===== config.mk =====
export PLATFORM = sky130hd
export DESIGN_NAME = mem_ctrl_flat
export DESIGN_NICKNAME = d
export VERILOG_FILES = /design/src/rtl/mem_ctrl_if.sv /design/src/rtl/mem_ctrl.sv /design/src/flat_wrapper.sv
export SDC_FILE = /design/constraint.sdc
export NUM_CORES = 1
export LEC_CHECK = 0
export CORE_MARGIN = 3
export CORE_UTILIZATION = 59
export DETAILED_ROUTE_END_ITERATION = 8
export PLACE_DENSITY = 0.89
export SLEW_MARGIN = 20
export SYNTH_ARGS = -nofsm -noshare
export SYNTH_HDL_FRONTEND = slang
export SYNTH_SLANG_ARGS = --single-unit

===== constraint.sdc =====
create_clock -name clk -period 22.5 [get_ports clk]
set_clock_uncertainty 0.15 [all_clocks]
set_input_delay 3.375 -clock clk [delete_from_list [all_inputs] [get_ports clk]]
set_output_delay 3.375 -clock clk [all_outputs]
set_load 0.01 [all_outputs]

===== src/rtl/mem_ctrl_if.sv =====
// Client request/done signals and the byte-wide RAM port of mem_ctrl.
// The slave modport is the controller's view; the master modport drives clients and RAM.
interface mem_ctrl_if;
  logic        instEn;
  logic [31:0] instAddr;
  logic        instOutEn;
  logic [31:0] instData;
  logic        dataEn;
  logic        LSRW;
  logic [31:0] dataAddr;
  logic [2:0]  LSlen;
  logic [31:0] Sdata;
  logic        LSoutEn;
  logic [31:0] Ldata;
  logic [31:0] ramAddr;
  logic        ramRW;
  logic [7:0]  ramWdata;
  logic [7:0]  ramRdata;

  modport slave (
    input  instEn, instAddr, dataEn, LSRW, dataAddr, LSlen, Sdata, ramRdata,
    output instOutEn, instData, LSoutEn, Ldata, ramAddr, ramRW, ramWdata
  );

  modport master (
    output instEn, instAddr, dataEn, LSRW, dataAddr, LSlen, Sdata, ramRdata,
    input  instOutEn, instData, LSoutEn, Ldata, ramAddr, ramRW, ramWdata
  );
endinterface


===== src/rtl/mem_ctrl.sv =====
// Round-robin memory controller: latches fetch and load/store requests and serialises each
// access into byte-wide RAM cycles, returning little-endian data with a one-cycle done pulse.
module mem_ctrl (
  input logic        clk,
  input logic        rst,
  mem_ctrl_if.slave  bus_io
);

  typedef enum logic [1:0] {StIdle, StRead, StWrite} state_e;

  state_e      state_q;
  logic        inst_pend_q, ls_pend_q;
  logic [31:0] inst_addr_q, ls_addr_q, ls_wdata_q;
  logic        ls_rw_q;
  logic [1:0]  ls_len_q;
  logic        src_ls_q, last_ls_q;
  logic [31:0] addr_q, wdata_q, data_q;
  logic [2:0]  n_q, cnt_q;

  logic        inst_out_en_q, ls_out_en_q;
  logic [31:0] inst_data_q, ldata_q;
  logic [31:0] ram_addr_q;
  logic        ram_rw_q;
  logic [7:0]  ram_wdata_q;

  logic        idle, inst_busy, ls_busy, inst_accept, ls_accept;
  logic        req_if, req_ls, grant_if, grant_ls;
  logic [31:0] g_inst_addr, g_ls_addr, g_ls_wdata, g_addr;
  logic        g_ls_rw, g_write;
  logic [1:0]  g_ls_len, cap_idx;
  logic [2:0]  g_n;
  logic [31:0] cap_word;
  logic        unused_len;

  assign unused_len = bus_io.LSlen[2];

  assign idle        = (state_q == StIdle);
  assign inst_busy   = !idle && !src_ls_q;
  assign ls_busy     = !idle && src_ls_q;
  // A repeat request while pending or in service is dropped.
  assign inst_accept = bus_io.instEn && !inst_pend_q && !inst_busy;
  assign ls_accept   = bus_io.dataEn && !ls_pend_q && !ls_busy;
  assign req_if      = inst_pend_q || inst_accept;
  assign req_ls      = ls_pend_q || ls_accept;
  assign grant_ls    = idle && req_ls && (!req_if || !last_ls_q);
  assign grant_if    = idle && req_if && !grant_ls;

  assign g_inst_addr = inst_pend_q ? inst_addr_q : bus_io.instAddr;
  assign g_ls_addr   = ls_pend_q ? ls_addr_q : bus_io.dataAddr;
  assign g_ls_wdata  = ls_pend_q ? ls_wdata_q : bus_io.Sdata;
  assign g_ls_rw     = ls_pend_q ? ls_rw_q : bus_io.LSRW;
  assign g_ls_len    = ls_pend_q ? ls_len_q : bus_io.LSlen[1:0];
  assign g_addr      = grant_ls ? g_ls_addr : g_inst_addr;
  assign g_write     = grant_ls && g_ls_rw;
  assign g_n         = grant_ls ? ({1'b0, g_ls_len} + 3'd1) : 3'd4;

  // Byte captured at counter value c was issued at c-2.
  assign cap_idx = 2'(cnt_q - 3'd2);

  always_comb begin
    cap_word = data_q;
    cap_word[{cap_idx, 3'b000} +: 8] = bus_io.ramRdata;
  end

  always_ff @(posedge clk or posedge rst) begin
    if (rst) begin
      state_q       <= StIdle;
      inst_pend_q   <= 1'b0;
      ls_pend_q     <= 1'b0;
      inst_addr_q   <= '0;
      ls_addr_q     <= '0;
      ls_wdata_q    <= '0;
      ls_rw_q       <= 1'b0;
      ls_len_q      <= '0;
      src_ls_q      <= 1'b0;
      last_ls_q     <= 1'b0;
      addr_q        <= '0;
      wdata_q       <= '0;
      data_q        <= '0;
      n_q           <= '0;
      cnt_q         <= '0;
      inst_out_en_q <= 1'b0;
      inst_data_q   <= '0;
      ls_out_en_q   <= 1'b0;
      ldata_q       <= '0;
      ram_addr_q    <= '0;
      ram_rw_q      <= 1'b0;
      ram_wdata_q   <= '0;
    end else begin
      inst_out_en_q <= 1'b0;
      ls_out_en_q   <= 1'b0;

      if (grant_if) begin
        inst_pend_q <= 1'b0;
      end else if (inst_accept) begin
        inst_pend_q <= 1'b1;
        inst_addr_q <= bus_io.instAddr;
      end

      if (grant_ls) begin
        ls_pend_q <= 1'b0;
      end else if (ls_accept) begin
        ls_pend_q  <= 1'b1;
        ls_addr_q  <= bus_io.dataAddr;
        ls_wdata_q <= bus_io.Sdata;
        ls_rw_q    <= bus_io.LSRW;
        ls_len_q   <= bus_io.LSlen[1:0];
      end

      unique case (state_q)
        StIdle: begin
          if (grant_if || grant_ls) begin
            src_ls_q    <= grant_ls;
            last_ls_q   <= grant_ls;
            addr_q      <= g_addr;
            wdata_q     <= g_ls_wdata;
            n_q         <= g_n;
            data_q      <= '0;
            cnt_q       <= 3'd1;
            ram_addr_q  <= g_addr;
            ram_rw_q    <= g_write;
            ram_wdata_q <= g_write ? g_ls_wdata[7:0] : 8'h00;
            state_q     <= g_write ? StWrite : StRead;
          end
        end
        StRead: begin
          cnt_q <= cnt_q + 3'd1;
          if (cnt_q < n_q) begin
            ram_addr_q <= addr_q + 32'(cnt_q);
          end
          if (cnt_q >= 3'd2) begin
            data_q <= cap_word;
          end
          if (cnt_q == n_q + 3'd1) begin
            if (src_ls_q) begin
              ls_out_en_q <= 1'b1;
              ldata_q     <= cap_word;
            end else begin
              inst_out_en_q <= 1'b1;
              inst_data_q   <= cap_word;
            end
            ram_addr_q <= '0;
            state_q    <= StIdle;
          end
        end
        StWrite: begin
          cnt_q <= cnt_q + 3'd1;
          if (cnt_q < n_q) begin
            ram_addr_q  <= addr_q + 32'(cnt_q);
            ram_wdata_q <= wdata_q[{cnt_q[1:0], 3'b000} +: 8];
          end else begin
            ls_out_en_q <= 1'b1;
            ldata_q     <= '0;
            ram_addr_q  <= '0;
            ram_rw_q    <= 1'b0;
            ram_wdata_q <= '0;
            state_q     <= StIdle;
          end
        end
        default: state_q <= StIdle;
      endcase
    end
  end

  assign bus_io.instOutEn = inst_out_en_q;
  assign bus_io.instData  = inst_data_q;
  assign bus_io.LSoutEn   = ls_out_en_q;
  assign bus_io.Ldata     = ldata_q;
  assign bus_io.ramAddr   = ram_addr_q;
  assign bus_io.ramRW     = ram_rw_q;
  assign bus_io.ramWdata  = ram_wdata_q;

endmodule


===== src/flat_wrapper.sv =====
// flat-port wrapper written by rule: the top's interface ports become plain ports
module mem_ctrl_flat 
  (clk, rst, bus_io_instEn, bus_io_instAddr, bus_io_dataEn, bus_io_LSRW, bus_io_dataAddr, bus_io_LSlen, bus_io_Sdata, bus_io_ramRdata, bus_io_instOutEn, bus_io_instData, bus_io_LSoutEn, bus_io_Ldata, bus_io_ramAddr, bus_io_ramRW, bus_io_ramWdata);
  mem_ctrl_if bus_io_i ();
  input logic clk;
  input logic rst;
  input wire logic [$bits(bus_io_i.instEn)-1:0] bus_io_instEn;
  input wire logic [$bits(bus_io_i.instAddr)-1:0] bus_io_instAddr;
  input wire logic [$bits(bus_io_i.dataEn)-1:0] bus_io_dataEn;
  input wire logic [$bits(bus_io_i.LSRW)-1:0] bus_io_LSRW;
  input wire logic [$bits(bus_io_i.dataAddr)-1:0] bus_io_dataAddr;
  input wire logic [$bits(bus_io_i.LSlen)-1:0] bus_io_LSlen;
  input wire logic [$bits(bus_io_i.Sdata)-1:0] bus_io_Sdata;
  input wire logic [$bits(bus_io_i.ramRdata)-1:0] bus_io_ramRdata;
  output wire logic [$bits(bus_io_i.instOutEn)-1:0] bus_io_instOutEn;
  output wire logic [$bits(bus_io_i.instData)-1:0] bus_io_instData;
  output wire logic [$bits(bus_io_i.LSoutEn)-1:0] bus_io_LSoutEn;
  output wire logic [$bits(bus_io_i.Ldata)-1:0] bus_io_Ldata;
  output wire logic [$bits(bus_io_i.ramAddr)-1:0] bus_io_ramAddr;
  output wire logic [$bits(bus_io_i.ramRW)-1:0] bus_io_ramRW;
  output wire logic [$bits(bus_io_i.ramWdata)-1:0] bus_io_ramWdata;
  assign bus_io_i.instEn = bus_io_instEn;
  assign bus_io_i.instAddr = bus_io_instAddr;
  assign bus_io_i.dataEn = bus_io_dataEn;
  assign bus_io_i.LSRW = bus_io_LSRW;
  assign bus_io_i.dataAddr = bus_io_dataAddr;
  assign bus_io_i.LSlen = bus_io_LSlen;
  assign bus_io_i.Sdata = bus_io_Sdata;
  assign bus_io_i.ramRdata = bus_io_ramRdata;
  assign bus_io_instOutEn = bus_io_i.instOutEn;
  assign bus_io_instData = bus_io_i.instData;
  assign bus_io_LSoutEn = bus_io_i.LSoutEn;
  assign bus_io_Ldata = bus_io_i.Ldata;
  assign bus_io_ramAddr = bus_io_i.ramAddr;
  assign bus_io_ramRW = bus_io_i.ramRW;
  assign bus_io_ramWdata = bus_io_i.ramWdata;
  mem_ctrl u_core (.clk(clk), .rst(rst), .bus_io(bus_io_i));
endmodule

# Word-level counts from Yosys, hierarchy flattened
# Cells that the tools add are included.
# word_totals
output_inout_bits,107
wordCells,132
input_bits,112
register_bits,313
# classes
n_reduce_logical,43
addsub,6
muxes,45
eq_ne,9
shift,3
n_bitwise,3
order_cmp,2
# op_table
cell,n
$mux 32,13
$pmux 32 s2,2
$pmux 32 s3,1
$add 32x3->32,1
$bwmux 32,1
$shift 8x7->32 const A,1
$shiftx 32x6->8,1
$shiftx 8x7->32,1
$mux 8,3
$pmux 8 s2,1
$reduce_and 3->1,5
$mux 1,13
$reduce_bool 2->1,6
$logic_and 1x1->1,11
$mux 2,5
$reduce_and 2->1,5
$logic_not 1->1,8
$neg 5->7,1
$add 3x1->3 const B,2
$mux 3,2
$ne 2x1->1 const B,3
$pmux 2 s3,1
$pmux 3 s2,1
$logic_or 1x1->1,4
other kinds (15),19

# Longest topological paths before layout
# depth
word_depth,14
depth_mapped,10
mapped_depth_nobuf,8

# Least setup slack after synthesis
# Ideal clock, no wire load.
# synth_path
kind,in2reg
from,input port bus_io_dataEn
to,register u_core.ls_addr_q[0]
required_ns,22.225
setup_ns,0.125
arrival_ns,4.756
n_path_buf,2
stages,6
slack_ns,17.469
path_cell_list,o21ai_2 > nor2_1 > nor3_1 > buf_2 > buf_2 > mux2_2
# synth_via
elab_chain_len,7
# synth_lines
item,line,text
start: declaration,flat_wrapper.sv:9,input wire logic [$bits(bus_io_i.dataEn)-1:0] bus_io_dataEn;
$logic_and 1x1->1 (*) (2 in a row),mem_ctrl.sv:42,assign ls_accept = bus_io.dataEn && !ls_pend_q && !ls_busy;
$logic_or 1x1->1,mem_ctrl.sv:44,assign req_ls = ls_pend_q || ls_accept;
$logic_and 1x1->1 (2 in a row),mem_ctrl.sv:45,assign grant_ls = idle && req_ls && (!req_if || !last_ls_q);
$not 1->1 (no source line),-,
$reduce_and 2->1 (no source line) (*),-,
end signal: assignment,mem_ctrl.sv:104,ls_addr_q <= bus_io.dataAddr;
end: declaration,mem_ctrl.sv:13,"logic [31:0] inst_addr_q, ls_addr_q, ls_wdata_q;"
# Mark *: on every way between the ends. The rest lies on a longest branch, timed or not.
# A chain may end at the register's enable or synchronous reset.

# Final worst setup path
# layout_path
from,input port bus_io_dataEn
to,register u_core.ls_addr_q[20]
# The elaborated chain is that of the path after synthesis.

==> impl_summary.md <==
Run status
The flow ran to the end, and the final reports show no timing, DRC or antenna violations.

Clocking
The H-tree depth is 2. In this run the post-CTS setup repair buffer count came out at 0. The clock-pin transition on the worst setup and hold timing paths is 60 ps. The post-cts gate resize count is 0. The clock root buffer is sky130_fd_sc_hd__clkbuf_16. The later pin in the worst-skew pair is clocked with a latency of 510 ps.

The CTS tree is done. After clock tree synthesis, the flow added hold-fix buffers numbering 0. The number of CTS-inserted buffers is 35.

The maximum clock path buffer count is 3. CTS saw 313 sinks.

Floorplanning
The chip width is 166.3 um. The initial utilization of the core area, before any placement, comes to 60.03%. The site row count is 58.

The boundary pin count is 219. The area of the core is 25250 um^2. The floorplan die area is 27660 um^2. The floorplan step set the die height to 166.3 um.

Setup path
The delay of the slowest cell on the worst path is 870 ps. The worst setup slack for register-to-register paths is 18810 ps. The critical-path cell with the highest stage delay is sky130_fd_sc_hd__o21ai_2. Counting buffers and inverters, the worst setup path is 6 cells deep. Broken down by cell family, the worst path's largest delay share belongs to buffers and inverters. Data on the critical path arrives at its endpoint at 6340 ps.

The length in cells of the worst reg-to-reg path is 5. The element type at the critical path start is an input port. The worst setup path is captured at a flop. The worst register-to-register path ends at u_core.ls_addr_q[20]. Of all nets on the critical path, the largest fanout is 36.

Counting both buffers and inverters, the worst setup path holds a total of 2. For the worst setup path, the data required time is 22740 ps. The signal on the critical path passes through clkdlybuf4s50_1, o21ai_2, nor2_2, nor3_2, buf_4, mux2_2.

By startpoint and endpoint, the worst setup path is classified as input port to flop. The critical register-to-register path startpoint is u_core.inst_pend_q.

Cells and area
The final cell area excluding filler cells is 18620 um^2. In the layout the commonest cells are sky130_fd_sc_hd__dfrtp_1, sky130_fd_sc_hd__clkdlybuf4s50_1, sky130_fd_sc_hd__nand2_1, sky130_fd_sc_hd__o21ai_0, sky130_fd_sc_hd__mux2_2. Compared with the post-synthesis result, the final layout area differs by 22.81%. The final layout contains 1737 nets. Cells with a size suffix above 1 make up 13.31% of the layout. The most common library cell in the layout ignoring fill and taps is sky130_fd_sc_hd__dfrtp_1. The post-layout utilization of the core is 73.73%.

Placement
The pre-CTS setup slack is 15800 ps. The half-perimeter wire length after detailed placement is 25.71 mm. The placed standard-cell area is 17440 um^2.

The count of buffers from port buffering is 217. The routability-driven placement congestion ratio is 0.8417.

Yosys
During synthesis, Yosys emitted a total of 0 warnings. Summing every instance area after synthesis gives 15160 um^2. Of all flip-flops after synthesis, the portion carrying an async set or reset was 100.0%. The area share of the largest cell type after synthesis is 51.66%.

The dominant synthesized flop cell is sky130_fd_sc_hd__dfrtp_1. The post-synthesis instance total is 1433. After synthesis, the cell types taking the most area are sky130_fd_sc_hd__dfrtp_1, sky130_fd_sc_hd__mux2_2, sky130_fd_sc_hd__o21ai_0, sky130_fd_sc_hd__nand2_1, sky130_fd_sc_hd__mux2i_1. The register bit count reported by yosys is 313. The largest total area in the synthesized netlist belongs to sky130_fd_sc_hd__dfrtp_1. The number of enable flip-flop cells after synthesis is 0. The mean cell area of the mapped netlist is 10.58 um^2.

The synthesized netlist contains 57 unique library cells. Of the synthesized area, sequential elements account for 51.66%. The number of nets handed over by synthesis was 1564.

Drt
The total routed wirelength is 39.13 mm. The first-pass iteration count of the detailed router is 5. For this block, the initial DRC count from the detailed router was 1243. The detail route stage leaves a number of antenna-violating nets equal to 0. In the routed design, unresolved DRC markers number 0. Dividing the detail-routed via count by the number of cells gives 6.062. The final route contains 11910 vias. After detailed routing, the average wire length per cell comes to 19.91 um.

STA
The highest attainable clock frequency is 164.0 MHz. The number of pins with negative max-slew slack in the final report is 0. The relative max-transition margin is 26.23%. The setup total negative slack is 0 ps. At the pin with the least slew margin, the transition time is 1107 ps. The worst hold slack is 321.3 ps. The final critical path takes up 27.10% of the cycle. Setup repair after global routing left no endpoint under its margin. The clock period could shrink to 6098 ps.

Across all setup checks in the final design, the least slack found is 16400 ps. Setup violations remaining at the end of the flow were counted as 0. The count of final hold-check violations is 0.

Global route
Entering global routing, the biggest net connects 161 pins. The via count of the first global-routing pass came to 11790. The first global-routing pass estimated 62.18 mm of wire. The total congestion overflow after global routing is 0. The global-route total usage across every layer is 27.57%.

The number of antenna violations at the first check in global routing is 6.

Min path
The critical hold path startpoint is u_core.data_q[25]. In this run the worst hold path is classified as flop to flop. Counting instances, the worst hold path has a depth of 2. The worst hold path terminates at u_core.data_q[25].

Power
IR analysis of the VDD net gives a maximum drop of 99.34 uV. Power spread over the standard cell area amounts to 163.1 nW/um^2. The static power due to leakage is 7.722 nW.

Run
The tool flagged a number of max-cap violations equal to 0.
-- area by class of cell --
| cell class | instances | area (um^2) |
|---|---|---|
| Antenna cell | 5 | 12.51 |
| Clock buffer | 55 | 1074 |
| Timing Repair Buffer | 231 | 2293 |
| Inverter | 19 | 83.83 |
| Tap cell | 330 | 412.9 |
| Multi-Input combinational cell | 1006 | 6839 |
| Sequential cell | 313 | 7838 |
| Fill cell | 1682 | 6635 |
| Clock inverter | 6 | 66.31 |
-- registers in the layout, summed over array words and instances, names as in the netlist, 8 cells and up --
name / count
u_core.addr_q: 32
u_core.bus_io.Ldata: 32
u_core.bus_io.instData: 32
u_core.bus_io.ramAddr: 32
u_core.data_q: 32
u_core.inst_addr_q: 32
u_core.ls_addr_q: 32
u_core.ls_wdata_q: 32
u_core.wdata_q: 32
u_core.bus_io.ramWdata: 8
-- synth_stat cells, drive strengths merged, types with 9 or more instances --
cell and instances:
a31oi 10, o21a 14, nand3 11, a21oi 87, o21ai 168, buf 44
ha 18, a211oi 17, o31ai 41, inv 19, or3 15, nor2 67
o31a 9, mux2i 61, nor4 11, nand2b 34, nor2b 50, clkbuf 51
dfrtp 313, a2bb2oi 11, nand2 170, mux2 125
-- cells by family (layout without fill, tap and decap cells) --
family | Yosys count | count (layout) | synth area share [%]
DFF | 313 | 313 | 51.66
AOI/OAI and AO/OA | 386 | 386 | 15.31
xor gates and xnor gates | 15 | 15 | 0.9656
other | 0 | 5 | 0
buffers and inverters | 114 | 311 | 3.491
adders and majority gates | 19 | 19 | 1.618
and+or+nand+nor | 392 | 392 | 12.45
muxes | 194 | 194 | 14.50
-- where the power goes --
part	total [mW]	switching [mW]	internal, mW
combinational	1.44	0.807	0.635
clock	0.565	0.226	0.339
sequential	1.03	0.202	0.828
total	3.04	1.23	1.80
-- layer usage --
metal	part of all wire, %	vias up	GRT usage, %	wire length [um]
li1	-	5447	-	-
met1	42	5940	37.41	16530
met2	48	450	44.75	18820
met3	6.9	72	5.903	2700
met4	2.7	2	9.397	1057
met5	0.033	-	0	13
-- worst reg2reg max path: stages, from the launching register on --
cell and delay (ps):
sky130_fd_sc_hd__dfrtp_2 1100, sky130_fd_sc_hd__o21a_1 770, sky130_fd_sc_hd__nor2_2 350, sky130_fd_sc_hd__nor3_2 280, sky130_fd_sc_hd__buf_4 500, sky130_fd_sc_hd__mux2_2 430
-- per-stage QoR --
| stage | std cells | power [mW] |
|---|---|---|
| after global routing | 1965 | 3.225 |
| after floorplan | 1433 | 1.979 |
| final | 1965 | 3.036 |
| after CTS | 1959 | 3.018 |
| after detailed placement | 1898 | 2.436 |
| after global placement | 1898 | 2.367 |
-- how the worst max path moves through the flow --
| stage | start | to |
|---|---|---|
| floorplan | rst | u_core.addr_q[0] |
| global placement | bus_io_dataEn | u_core.ls_wdata_q[17] |
| detailed placement | bus_io_dataEn | u_core.ls_addr_q[29] |
| CTS | bus_io_dataEn | u_core.ls_addr_q[29] |
| global route | bus_io_dataEn | u_core.bus_io.ramAddr[16] |
| finish | bus_io_dataEn | u_core.ls_addr_q[20] |
(Power assumes the default switching activity.)
==> RTL change, RTL diff (config.mk and constraints unchanged) <==
Re-encode `state_e` (3 states) as one-hot, 3 bits wide.
--- a/src/rtl/mem_ctrl.sv
+++ b/src/rtl/mem_ctrl.sv
@@ -6,7 +6,7 @@
   mem_ctrl_if.slave  bus_io
 );
 
-  typedef enum logic [1:0] {StIdle, StRead, StWrite} state_e;
+  typedef enum logic [2:0] {StIdle = 3'b001, StRead = 3'b010, StWrite = 3'b100} state_e;
 
   state_e      state_q;
   logic        inst_pend_q, ls_pend_q;
Function: no difference found for any inputs over 4 cycles, from zero or initial values and one cycle with rst high; so few cycles prove little.
==> RTL change against the unedited design <==
- largest cell class unchanged
- synthesized area decreased by 2.5%
- routed wire length fell by 3.3%
- critical path type unchanged
- sequential cell count up 1
- first-iteration DRC count is 1.2% lower
- clock power decreased by 15%
- final area decreased by 2.5%
- total power decreased by 11%
- worst setup slack lost 0.25 ns
==> RTL change: results (changes against the unedited design) <==
- Adder-Cell Fraction of Synth Area: 0.01320 (was 0.01618)
- Post-synthesis sequential area ratio: 0.5316 (was 0.5166)
- Post-Synth XOR/XNOR Area: 0.01456 (was 0.009656)
- Crit-path max FO: 19 (was 36)
- WL/cell: 20.78 µm (was 19.91 µm)
- Number of nets in the layout: 1603 (was 1737)
- Outcome: completed (unchanged)
- Clock Latency Late Sink: 0.55 ns (was 0.51 ns)
- Crit path DAT: 6.63 ns (was 6.34 ns)
- First-pass GRT wire length: 60460 µm (was 62180 µm)
- Layout cells sized above 1: 0.1477 (was 0.1331)
- HPWL Detailed: 25060 µm (was 25710 µm)
- VDD IR max: 0.09338 mV (was 0.09934 mV)
- WL met1: 15340 µm (was 16530 µm)
- Distinct cells, synth: 70 (was 57)
- Pin count of the biggest net entering global routing: 196 (was 161)
- Vias per inst: 6.243 (was 6.062)
- Max incr delay on CP: 0.74 ns (was 0.87 ns)
- Post-CTS Setup Bufs: 0 (unchanged)
- Via count: 11369 (was 11911)
- Max H-tree Level: 1 (was 2)
- Mapped Cells: 1293 (was 1433)
- Met2 usage: 0.4551 (was 0.4475)
- CTS resizes: 0 (unchanged)
- CP top delay family: compound AO/OA/AOI/OAI gates (was buffers and inverters)
- Mux cell area share after synthesis: 0.1589 (was 0.1450)
- Initial DRT Pass Iterations: 6 (was 5)
- Commonest cells post-synth: 313 x dfrtp_1, 129 x mux2_2, 122 x nand2_1, 89 x a21oi_1, 71 x o21ai_0 (was 313 x dfrtp_1, 170 x nand2_1, 167 x o21ai_0, 125 x mux2_2, 86 x a21oi_1)
- Gr usage total: 0.2807 (was 0.2757)
- Final GP Congestion: 0.8882 (was 0.8417)
- Syn_nets: 1420 (was 1564)
- Max layer used: met4 (was met5)
- Initial antenna violation count: 1 (was 6)
- Met2 wire len: 18320 µm (was 18820 µm)
- Inserted Clock Buffers: 30 (was 35)
- Leakage: 0.007668 µW (was 0.007722 µW)
- CP max stage cell: o21a_1 (was o21ai_2)
- Filler instances: 1589 (was 1682)
- Dpl cell area: 0.01716 mm² (was 0.01744 mm²)
- Cell Count Post-Placement: 1766 (was 1898)
- Area contributors post-synth: dfrtp_1 53%, mux2_2 9.8%, mux2i_1 4.7% (was dfrtp_1 52%, mux2_2 9.3%, o21ai_0 5.5%)
- Wire length on met3: 2908 µm (was 2700 µm)
- Clk slew on worst S/H paths: 0.06 ns (about the same)
- Pre-CTS WS: 15.71 ns (was 15.80 ns)
- Async S/R FF share, synth: 1.000 (unchanged)
- Met1 usage: 0.3890 (was 0.3741)
- Switching part of the total: 0.3853 (was 0.4066)
- Post-synthesis compound-gate area fraction: 0.1555 (was 0.1531)
- Met3 Usage GRT: 0.04741 (was 0.05903)
- Row Count: 57 (was 58)
- Clock Path Buffers: 3 (unchanged)
- Worst slew pin tran: 0.9829 ns (was 1.107 ns)
- Iteration-0 DRC Markers: 1228 (was 1243)
- Worst hold path class: reg -> reg (unchanged)
## RTL change: changes by cell type in the layout (fill, tap and decap cells not counted), sizes merged, moves of 11 or more
cell / change
a21o: +12
o2bb2ai: +32
nor2: -15
nand2: -48
o21ai: -93
nand2b: -31
a221o: +11
## RTL change: final cells by class
class / instances / area [µm²] / area share
clock buffers: 47 / 895.9 / 0.04937
flip-flops and latches: 314 / 7866 / 0.4335
multi-input cells: 886 / 6558 / 0.3614
well taps: 324 / 405.4 / 0.02234
repair buffers: 233 / 2345 / 0.1292
diodes: 1 / 2.502 / 0.0001379
inverters: 11 / 48.80 / 0.002689
clock inverters: 5 / 25.02 / 0.001379
## RTL change: worst paths after layout
kind	startpoint	end	slack [ns]	depth (start not counted)
max	bus_io_dataEn	u_core.bus_io.ramAddr[17]$_DFFE_PP0P_	16.15	6
min	u_core.data_q[18]$_DFFE_PP0P_	u_core.data_q[18]$_DFFE_PP0P_	0.32	2
max reg2reg	u_core.ls_pend_q$_DFFE_PP0P_	u_core.bus_io.ramAddr[17]$_DFFE_PP0P_	18.62	7
min reg2reg	u_core.data_q[18]$_DFFE_PP0P_	u_core.data_q[18]$_DFFE_PP0P_	0.32	2
max in group asynchronous	rst	u_core.inst_pend_q$_DFFE_PP0P_	17.38	4
min in group asynchronous	rst	u_core.bus_io.Ldata[30]$_DFFE_PP0P_	3.20	2
## RTL change: power groups by stage
stage | Sequential (µW) | Clock (µW) | Combinational (µW)
2_1_floorplan | 962 | 0 | 820
3_3_place_gp | 985 | 0 | 1150
3_5_place_dp | 1000 | 0 | 1200
4_1_cts | 997 | 485 | 1210
5_1_grt | 1030 | 509 | 1330
6_report | 1000 | 479 | 1220
